[src/rtl/v2f_seq_divmod.sv]
// ----------------------------------------------------------------------------
// v2f_seq_divmod
//   Multi-cycle restoring divider that produces one quotient bit per cycle.
//   It is used where a single-cycle divide/modulo chain would be too costly.
//   Truncation is toward zero. The remainder takes the sign of the dividend.
//
// Parameters
//   WIDTH  operand/result width in bits (2..32)
//   SIGNED 1 = two's-complement operands/results, 0 = unsigned
//
// Ports
//   CLK    clock, rising edge
//   RST_N  asynchronous active-low reset
//   START  request, sampled only while idle (A and B are captured with it)
//   A, B   dividend, divisor
//   BUSY   operation in progress (FSM outside IDLE)
//   DONE   one-cycle pulse: Q, R and DIV0 are valid
//   Q, R   quotient, remainder (held until the next DONE)
//   DIV0   last operation had B == 0
// ----------------------------------------------------------------------------
module v2f_seq_divmod #(
    parameter int WIDTH  = 32,
    parameter int SIGNED = 0
) (
    input  logic             CLK,
    input  logic             RST_N,
    input  logic             START,
    input  logic [WIDTH-1:0] A,
    input  logic [WIDTH-1:0] B,
    output logic             BUSY,
    output logic             DONE,
    output logic [WIDTH-1:0] Q,
    output logic [WIDTH-1:0] R,
    output logic             DIV0
);

    localparam int CW = (WIDTH > 1) ? $clog2(WIDTH) : 1;

    localparam logic [1:0] S_IDLE = 2'd0;
    localparam logic [1:0] S_CALC = 2'd1;
    localparam logic [1:0] S_FIX  = 2'd2;

    logic [1:0]       state;
    // Dividend magnitude shifts out of the top while quotient bits shift in at
    // the bottom, so after WIDTH iterations this register holds the quotient.
    logic [WIDTH-1:0] dvd;
    logic [WIDTH-1:0] dvs;
    // The stored remainder is always below the divisor, so WIDTH bits suffice.
    // The shifted trial value below carries the extra bit.
    logic [WIDTH-1:0] rem;
    logic [WIDTH-1:0] a_raw;
    logic             a_neg;
    logic             b_neg;
    logic             div0_pend;
    logic [CW-1:0]    cnt;

    logic             a_in_neg;
    logic             b_in_neg;
    logic [WIDTH-1:0] a_abs;
    logic [WIDTH-1:0] b_abs;
    logic [WIDTH:0]   rem_shift;
    logic             fits;
    logic [WIDTH-1:0] rem_sub;
    logic [WIDTH-1:0] q_fix;
    logic [WIDTH-1:0] r_fix;

    // NOTE: every signal assigned in always_comb gets a value on every path
    // (here unconditionally), otherwise a latch is inferred.
    always_comb begin
        a_in_neg  = (SIGNED != 0) && A[WIDTH-1];
        b_in_neg  = (SIGNED != 0) && B[WIDTH-1];
        // The magnitude of the most negative value is 2**(WIDTH-1). It is
        // exact when read as an unsigned WIDTH-bit number, so the negation
        // cannot overflow.
        a_abs     = a_in_neg ? -A : A;
        b_abs     = b_in_neg ? -B : B;

        rem_shift = {rem, dvd[WIDTH-1]};
        fits      = (rem_shift >= {1'b0, dvs});
        // Only used when fits=1. The true difference is then below dvs, so the
        // low WIDTH bits are exact.
        rem_sub   = rem_shift[WIDTH-1:0] - dvs;

        // For min / -1 the magnitude quotient is 2**(WIDTH-1) with no sign
        // flip. This gives Q = A (wrapped) and R = 0.
        q_fix     = (a_neg ^ b_neg) ? -dvd : dvd;
        r_fix     = a_neg ? -rem : rem;
    end

    assign BUSY = (state != S_IDLE);

    // NOTE: sequential state uses non-blocking assignments only, so every
    // register sees pre-edge values regardless of statement order.
    always_ff @(posedge CLK or negedge RST_N) begin
        if (!RST_N) begin
            state     <= S_IDLE;
            dvd       <= '0;
            dvs       <= '0;
            rem       <= '0;
            a_raw     <= '0;
            a_neg     <= 1'b0;
            b_neg     <= 1'b0;
            div0_pend <= 1'b0;
            cnt       <= '0;
            DONE      <= 1'b0;
            Q         <= '0;
            R         <= '0;
            DIV0      <= 1'b0;
        end else begin
            DONE <= 1'b0;
            case (state)
                S_IDLE: begin
                    if (START) begin
                        a_raw <= A;
                        a_neg <= a_in_neg;
                        b_neg <= b_in_neg;
                        if (B == '0) begin
                            div0_pend <= 1'b1;
                            state     <= S_FIX;
                        end else begin
                            div0_pend <= 1'b0;
                            dvd       <= a_abs;
                            dvs       <= b_abs;
                            rem       <= '0;
                            cnt       <= '0;
                            state     <= S_CALC;
                        end
                    end
                end
                S_CALC: begin
                    rem <= fits ? rem_sub : rem_shift[WIDTH-1:0];
                    dvd <= {dvd[WIDTH-2:0], fits};
                    cnt <= cnt + CW'(1);
                    if (cnt == CW'(WIDTH - 1)) begin
                        state <= S_FIX;
                    end
                end
                S_FIX: begin
                    if (div0_pend) begin
                        Q    <= '1;
                        R    <= a_raw;
                        DIV0 <= 1'b1;
                    end else begin
                        Q    <= q_fix;
                        R    <= r_fix;
                        DIV0 <= 1'b0;
                    end
                    DONE  <= 1'b1;
                    state <= S_IDLE;
                end
                default: state <= S_IDLE;
            endcase
        end
    end

endmodule

[config.mk]
export PLATFORM = sky130hd
export DESIGN_NAME = v2f_seq_divmod
export DESIGN_NICKNAME = d
export VERILOG_FILES = /design/src/rtl/v2f_seq_divmod.sv
export SDC_FILE = /design/constraint.sdc
export NUM_CORES = 1
export LEC_CHECK = 0
export ABC_CLOCK_PERIOD_IN_PS = 4000
export BUFFER_PORTS_ARGS = -buffer_cell sky130_fd_sc_hd__buf_2
export CORE_MARGIN = 1.5
export CORE_UTILIZATION = 55
export DETAILED_ROUTE_END_ITERATION = 8
export PLACE_DENSITY = 0.81
export SYNTH_ARGS = -nofsm -noshare
export SYNTH_HDL_FRONTEND = slang
export SYNTH_SLANG_ARGS = --single-unit
[constraint.sdc]
create_clock -name CLK -period 4 [get_ports CLK]
set_input_delay 0.8 -clock CLK [delete_from_list [all_inputs] [get_ports CLK]]
set_output_delay 0.8 -clock CLK [all_outputs]
set_load 0.01 [all_outputs]
# Word-level counts from Yosys, hierarchy flattened
# Index checks and enable logic that the tools add are counted.
[word_totals]
out_inout_bits = 67
elab_cells = 48
reg_bits = 202
[op_classes]
reduce_logical = 8
eq_ne = 6
magnitude_cmp = 1
addsub = 2
bitwise_logic = 1
mux = 19
[ops]
columns = ["operator", "n"]
rows = [
  ["two-way mux 32 bit", 7],
  ["case mux 32 bit (2 select lines)", 2],
  ["greater-or-equal comparator 33 x 32 -> 1 bit", 1],
  ["zero test 32 bit", 1],
  ["subtractor 32 bit", 1],
  ["two-way mux 5 bit", 2],
  ["case mux 5 bit (2 select lines)", 1],
  ["two-way mux 2 bit", 3],
  ["inequality test 2 bit, second input constant", 3],
  ["AND reduction 3 bit", 2],
  ["adder 5 x 1 -> 5 bit, second input constant", 1],
  ["== test 5 bit, second input constant", 1],
  ["case mux 2 bit (2 select lines)", 1],
  ["AND reduction 2 bit", 2],
  ["nonzero test 2 bit", 2],
  ["two-way mux 1 bit", 3],
  ["== test 2 x 1 -> 1 bit, second input constant", 1],
  ["== test 2 bit, second input constant", 1],
  ["zero test 2 bit", 1],
  ["NOT 1 bit", 1],
]

# Depth between registers and ports, before layout
# Gate-level depths: netlist of run 1.
[depth]
word_depth = 4
depth_mapped = 15
ltp_nobuf = 13

# Least setup slack after synthesis of run 1
# OpenSTA, ideal clock, no wires.
[synth_path]
path_type = "register -> register"
from = "register dvs[1]"
to = "register rem[21]"
required_time_ns = 3.877
t_arrival_ns = 2.740
setup_ns = 0.123
setup_slack_ns = 1.137
stages_incl_launch_ff = 15
path_buffers = 2
path_cell_list = "dfrtp_1 inv_1 ha_1 nor2b_1 o31a_1 o31ai_2 a21oi_1 o22ai_2 o21ai_2 o311a_1 o32ai_2 buf_6 buf_8 mux2i_1 o21ai_1"
[synth_via]
elab_chain_len = 3
[synth_rtl]
columns = ["item", "line_no", "rtl"]
rows = [
  ["start: declaration", "47", "logic [WIDTH-1:0] dvs;"],
  ["start signal: assignment", "123", "dvs <= b_abs;"],
  ["subtractor 32 bit / greater-or-equal comparator 33 x 32 -> 1 bit (equally long branches)", "82, 79", ""],
  ["two-way mux 32 bit *", "131", "rem <= fits ? rem_sub : rem_shift[WIDTH-1:0];"],
  ["case mux 32 bit (2 select lines) *", "111", "case (state)"],
  ["end signal: assignment", "131", ""],
  ["end: declaration", "50", "logic [WIDTH-1:0] rem;"],
]
# Every way passes the cells marked *; elsewhere a longest branch is shown, timed or not.
# A chain may end at the register's enable or synchronous reset.

# Worst setup path after layout of run 1
[layout_path]
from = "register dvd[31]"
to = "register rem[28]"
[layout_via]
elab_chain_len = 3
[layout_rtl]
columns = ["item", "line_no", "rtl"]
rows = [
  ["start: declaration", "46", "logic [WIDTH-1:0] dvd;"],
  ["start signal: assignment", "122", "dvd <= a_abs;"],
  ["start signal: assignment", "132", "dvd <= {dvd[WIDTH-2:0], fits};"],
  ["subtractor 32 bit / greater-or-equal comparator 33 x 32 -> 1 bit (equally long branches)", "82, 79", ""],
  ["two-way mux 32 bit *", "131", ""],
  ["case mux 32 bit (2 select lines) *", "111", ""],
]
# Marks and branches as above.

==> run metrics, run 1 <==
Synthesized Nets 1175; area of the multi-input gates 4620 µm²; mapped cell area 10100 µm²; routed len/inst 17.6 µm; final core occ 0.645; count of non-filler cells in the finished layout 1414; post-layout power 0.0109 W; startpoint class of the critical path flop; CP required 4340 ps; WP data arrival 3780 ps; Clock Path Buffers 3; row count 49; port buffer count 133; placed inst area 10900 µm²; number of clock sinks 202; Die H 139 µm; vias in the first global route 7793; Post-synth EDFFs 0; skew final 9.78 ps; grt total ovfl 0; Fin. Hold Viols 0; number of max-cap violations 0; WL final 24.9 mm; TritonCTS clock tree yes; Worst setup EP type flop; core footprint 18000 µm²; clk_lat worst skew 480 ps; ANT cells 0; Peak VDD IR 473 µV; Mapped Avg Cell Area 9.44 µm²; post-route cell area 11600 µm²; vias per inst 5.82; hold_buf cts 0; M1 GR Usage 0.393; I/O pin count 134; Top FF cell, synth dfrtp_1; LEAKAGE 5.45 nW; CTS Buf Count 21; Slew @ Worst Pin 1160 ps; Slew headroom 0.229; DRT iter0 DRCs 722; Area contributors post-synth dfrtp_1, nand2_1, o21ai_0, ha_1, mux2i_1; CTS root buffer clkbuf_16; largest net degree at the start of global routing 130; Final nets 1274; hold crit path type input port to async pin; Final ANT Viol Nets 0; register cell area after layout 5060 µm²; commonest non-fill, non-tap cell in the layout nand2_1; area grow syn2layout 14.8%; die area 19200 µm²; Cells after Synth 1073; final setup violation count 0; Post-synth ARST share 1.00; share of post-route cells with drive strength above 1 0.192; CP max FO 3; most frequent cells in the layout nand2_1, dfrtp_1, buf_2; achievable frequency 291 MHz; gpl congestion 0.950; Power Density 939 nW/µm²; Die Width 139 µm; placed instance count 1378; setup TNS 0 ps; Post CTS Setup Buffer Count 0; GRT Total Usage 0.257; post_cts resized 0; sequential share of the synthesized area 0.499; Tcrit/Tclk final 0.860; share of the synthesized area in the top cell type 0.499; flops & latches, synth 202; register-to-register setup slack 560 ps; biggest area consumer among synthesized cells dfrtp_1; H-tree lvl count 1; Cell variety after synth 57; outcome finished, final reports clean; Final min period 3440 ps; FILL cells 1452; DR vias 8223; Crit Path Class flop to flop; met2 usage 0.393; Residual DRC 0; Synth Warn # 0; Worst-path clk slew 60 ps; initial antenna violation count 1; Pins Over Slew Limit 0; RSZ-0062 raised after global routing no; GR Util met3 0.0318; TritonRoute pass-1 iters 7; dpl hpwl 17.3 mm; starting density of the core 0.562; global-route wire length before repair 40.8 mm; GRT busiest layer met1
-- power breakdown --
| part | internal [W] | switching (W) |
|---|---|---|
| logic | 0.00228 | 0.00316 |
| registers | 0.00287 | 0.000622 |
| clock network | 0.00119 | 0.000790 |
-- logic make-up (layout without fill, tap and decap cells) --
kind of cell    Yosys count  count (layout)  synth area share
flops                   202             202             0.499
fa+ha+maj                35              35            0.0440
compound gates          257             257             0.157
buf+inv                 120             232            0.0494
xor+xnor                 30              30            0.0259
mux                      74              74            0.0771
simple gates            355             355             0.147
-- per-stage QoR --
step | setup WS [ps] | hold WS (ps)
final | 561 | 312
after global routing | 278 | 354
after CTS | 617 | 331
after detailed placement | 660 | 465
after global placement | 718 | 456
after floorplan | 1140 | 448
-- critical path, stage by stage, from the launching register on --
cell and delay [ps]:
dfrtp_1 410, inv_1 140, ha_1 220, fa_1 230, nor2b_1 60, o21ai_0 200
nand2b_1 150, a41oi_1 310, o21ai_0 150, buf_4 170, a21oi_1 310, o21ai_0 190
a21boi_0 270, xor2_1 120, o311ai_0 370
-- cell type report --
type                    count  share of cell area
inverters                  52              0.0168
flip-flops and latches    202               0.435
clock inverters            10              0.0110
multi-input cells         751               0.397
well taps                 229              0.0246
clock buffers              26              0.0485
repair buffers            144              0.0672
-- metal layers --
metal  vias to the layer above  share of wire  wire length, µm
met3                        49          0.061             1510
met2                       281           0.45            11200
met4                         2          0.022              555
met1                      3958           0.47            11600
met5                         -        0.00052               13
li1                       3933              -                -
-- synthesized netlist by cell type (all sizes together), types with 2 or more instances --
| cell | n |
|---|---|
| o21bai | 7 |
| inv | 52 |
| nor4 | 9 |
| ha | 34 |
| xor2 | 14 |
| o31ai | 4 |
| nand2b | 4 |
| buf | 16 |
| nor3 | 3 |
| nand2 | 204 |
| a32oi | 4 |
| o21ai | 123 |
| nand3 | 30 |
| dfrtp | 202 |
| o311ai | 20 |
| or3 | 2 |
| a41oi | 2 |
| a222oi | 7 |
| clkbuf | 51 |
| nor2 | 73 |
| and2 | 5 |
| nand4 | 11 |
| mux2i | 42 |
| and3 | 4 |
| mux2 | 32 |
| nor2b | 4 |
| a21oi | 35 |
| or2 | 4 |
| a21o | 9 |
| o211ai | 3 |
| o31a | 2 |
| xnor2 | 16 |
| a31oi | 27 |
| a22o | 2 |
| o21a | 2 |
-- registers in the layout (all words and copies together) (netlist names), 2 cells and up --
| register | count |
|---|---|
| dvd | 32 |
| cnt | 5 |
| Q | 32 |
| R | 32 |
| a_raw | 32 |
| state | 2 |
| rem | 32 |
| dvs | 32 |
-- worst paths after layout --
| kind | start | endpoint | depth (start not counted) |
|---|---|---|---|
| setup / recovery | dvd[31]$_DFFE_PN0P_ | rem[28]$_DFFE_PN0P_ | 14 |
| hold / removal | RST_N | R[1]$_DFFE_PN0P_ | 1 |
| setup reg to reg | dvd[31]$_DFFE_PN0P_ | rem[28]$_DFFE_PN0P_ | 14 |
| hold reg to reg | Q[21]$_DFFE_PN0P_ | Q[21]$_DFFE_PN0P_ | 2 |
| max in group asynchronous | RST_N | dvs[11]$_DFFE_PN0P_ | 2 |
| min in group CLK | Q[21]$_DFFE_PN0P_ | Q[21]$_DFFE_PN0P_ | 2 |
No activity file was read; power rests on OpenSTA's default activity.
==> inputs of run 2 (changes only) <==
--- a/config.mk
+++ b/config.mk
@@ -7,10 +7,12 @@
 export LEC_CHECK = 0
 export ABC_CLOCK_PERIOD_IN_PS = 4000
 export BUFFER_PORTS_ARGS = -buffer_cell sky130_fd_sc_hd__buf_2
+export CELL_PAD_IN_SITES_DETAIL_PLACEMENT = 0
+export CELL_PAD_IN_SITES_GLOBAL_PLACEMENT = 1
 export CORE_MARGIN = 1.5
-export CORE_UTILIZATION = 55
+export CORE_UTILIZATION = 45
 export DETAILED_ROUTE_END_ITERATION = 8
-export PLACE_DENSITY = 0.81
+export PLACE_DENSITY = 0.85
 export SYNTH_ARGS = -nofsm -noshare
 export SYNTH_HDL_FRONTEND = slang
 export SYNTH_SLANG_ARGS = --single-unit
==> run 2 against run 1 <==
  * The run now ends with design-rule violations left
  * Routed wire length up 0.96%
  * Cell count rose by 3.9%
  * Clock skew rose by 7.8 ps
  * Combinational power hardly changed
  * Critical path depth fell by 2
  * Global-route usage fell by 4.2 points
  * Sequential power is essentially flat
  * Via count shrank 1.1%
  * Register-to-register slack lost 50 ps
  * Setup slack worse by 46 ps
  * Sequential share of layout area decreased by 0.40 points
  * Clock power is 6% higher
==> run metrics, run 2 (same netlist as run 1, synthesis figures left out) <==
DR vias 8129 (-1.1%); hold_buf cts 0 (unchanged); hold crit path type input port to async pin; NetSw 0.00457 W (about the same); share of post-route cells with drive strength above 1 0.190 (-0.00149); Peak VDD IR 610 µV (+29%); dpl hpwl 17.9 mm (+3.5%); core footprint 22000 µm² (+22%); Final nets 1276 (+0.16%); Cell Int Power 0.00642 W (+1.2%); CTS Buf Count 22 (+4.8%); DRT iter0 DRCs 578 (-20%); combinational share of power 0.492 (-0.007); vias in the first global route 7623 (-2.2%); setup TNS 0 ps (unchanged); Slew @ Worst Pin 1160 ps (-0.618 ps); Final min period 3490 ps (+46.2 ps); startpoint class of the critical path flop; Fin. Hold Viols 0 (unchanged); largest net degree at the start of global routing 130 (unchanged); outcome finished, violations left; switching share of power 0.416 (-0.00309); Final ANT Viol Nets 0 (unchanged); FILL cells 2028 (+40%); grt total ovfl 0 (unchanged); Tcrit/Tclk final 0.871 (+0.0115); WP data arrival 3810 ps (+30 ps); Clk network pwr share 0.190 (+0.008); row count 54 (+10%); I/O pin count 134 (unchanged); area grow syn2layout 15.9%; H-tree lvl count 1 (unchanged); GRT Total Usage 0.216 (-0.0417); final setup violation count 0 (unchanged); ANT cells 0 (unchanged); clk_lat worst skew 500 ps (+20 ps); Die Width 153 µm (+10%); vias per inst 5.53 (-4.8%); number of clock sinks 202 (unchanged); TritonCTS clock tree yes; register-to-register setup slack 510 ps (-50 ps); sequential power share 0.317 (-0.003); Worst-path clk slew 60 ps (about the same); Crit Path Class flop to flop; Pins Over Slew Limit 0 (unchanged); WL final 25.1 mm (+0.96%); Die H 153 µm (+10%); Slew headroom 0.230 (+0.000412); CP max FO 56 (+53); Residual DRC 15 (+15); Worst setup EP type flop; most frequent cells in the layout nand2_1, dfrtp_1, buf_2; RSZ-0062 raised after global routing no; CP required 4330 ps (about the same); number of max-cap violations 0 (unchanged); failing checks design-rule violations; CTS root buffer clkbuf_16; Post CTS Setup Buffer Count 0 (unchanged); post_cts resized 0 (unchanged); Clock Path Buffers 3 (unchanged); LEAKAGE 5.47 nW (+0.37%); starting density of the core 0.461 (-0.101); TritonRoute pass-1 iters 9 (+2); global-route wire length before repair 41.2 mm (+1.1%); port buffer count 133 (unchanged); achievable frequency 287 MHz (-1.3%); hold_ws 356 ps (+44.3 ps); skew final 17.6 ps (+7.84 ps); initial antenna violation count 0 (-1); commonest non-fill, non-tap cell in the layout nand2_1; Power Density 936 nW/µm² (-0.25%); gpl congestion 0.932 (-1.8%); die area 23400 µm² (+22%); routed len/inst 17.1 µm (-2.8%)
## run 2: final timing paths
kind / from / end / cells after the start
min in group CLK: R[1]$_DFFE_PN0P_ / R[1]$_DFFE_PN0P_ / 2
worst min-delay path: RST_N / Q[0]$_DFFE_PN0P_ / 1
worst max-delay path: rem[0]$_DFFE_PN0P_ / rem[23]$_DFFE_PN0P_ / 12
worst max register to register: rem[0]$_DFFE_PN0P_ / rem[23]$_DFFE_PN0P_ / 12
max in group asynchronous: RST_N / a_raw[18]$_DFFE_PN0P_ / 2
worst min register to register: R[1]$_DFFE_PN0P_ / R[1]$_DFFE_PN0P_ / 2
## run 2: layer usage
layer	vias to the layer above	wire length, µm	track usage	share of wire
li1	3944	-	-	-
met2	253	10900	0.319	0.43
met4	0	274	0.0401	0.011
met1	3908	12500	0.340	0.50
met5	-	0	0	0
met3	24	1510	0.0264	0.060
## run 2: critical path: stages (launching register included)
cell and delay [ps]:
dfrtp_1 440, ha_1 310, nor2b_1 150, o31a_1 280
o31ai_2 230, a21oi_1 150, o22ai_2 260, o21ai_2 120
o311a_1 370, o32ai_4 120, buf_4 520, mux2i_1 280
o21ai_1 70
## run 2: metrics by stage
step | util | cell area, µm² | worst slack [ps] | total power [W] | std cells
6_report | 0.535 | 11700 | 514 | 0.0110 | 1469
5_1_grt | 0.535 | 11700 | 251 | 0.0118 | 1469
4_1_cts | 0.535 | 11700 | 534 | 0.0110 | 1469
3_5_place_dp | 0.501 | 11000 | 559 | 0.00885 | 1430
3_3_place_gp | 0.501 | 11000 | 671 | 0.00873 | 1430
2_1_floorplan | - | 10100 | 1140 | 0.00755 | 1073
## run 2: power groups by stage
stage                     Combinational (W)  Sequential [W]  Clock, W
after floorplan                     0.00425         0.00330         0
after global placement              0.00525         0.00348         0
after detailed placement            0.00534         0.00351         0
after CTS                           0.00538         0.00348   0.00212
after global routing                0.00605         0.00358   0.00221
final                               0.00541         0.00349   0.00209
## run 2: layout make-up
cell class,count,area (µm²),share of cell area
timing repair buffer,145,777,0.0662
multi-input combinational,751,4620,0.393
clock inverter,6,109,0.00927
inverter,52,195,0.0166
tap,280,350,0.0298
clock buffer,33,633,0.0539
sequential,202,5060,0.431
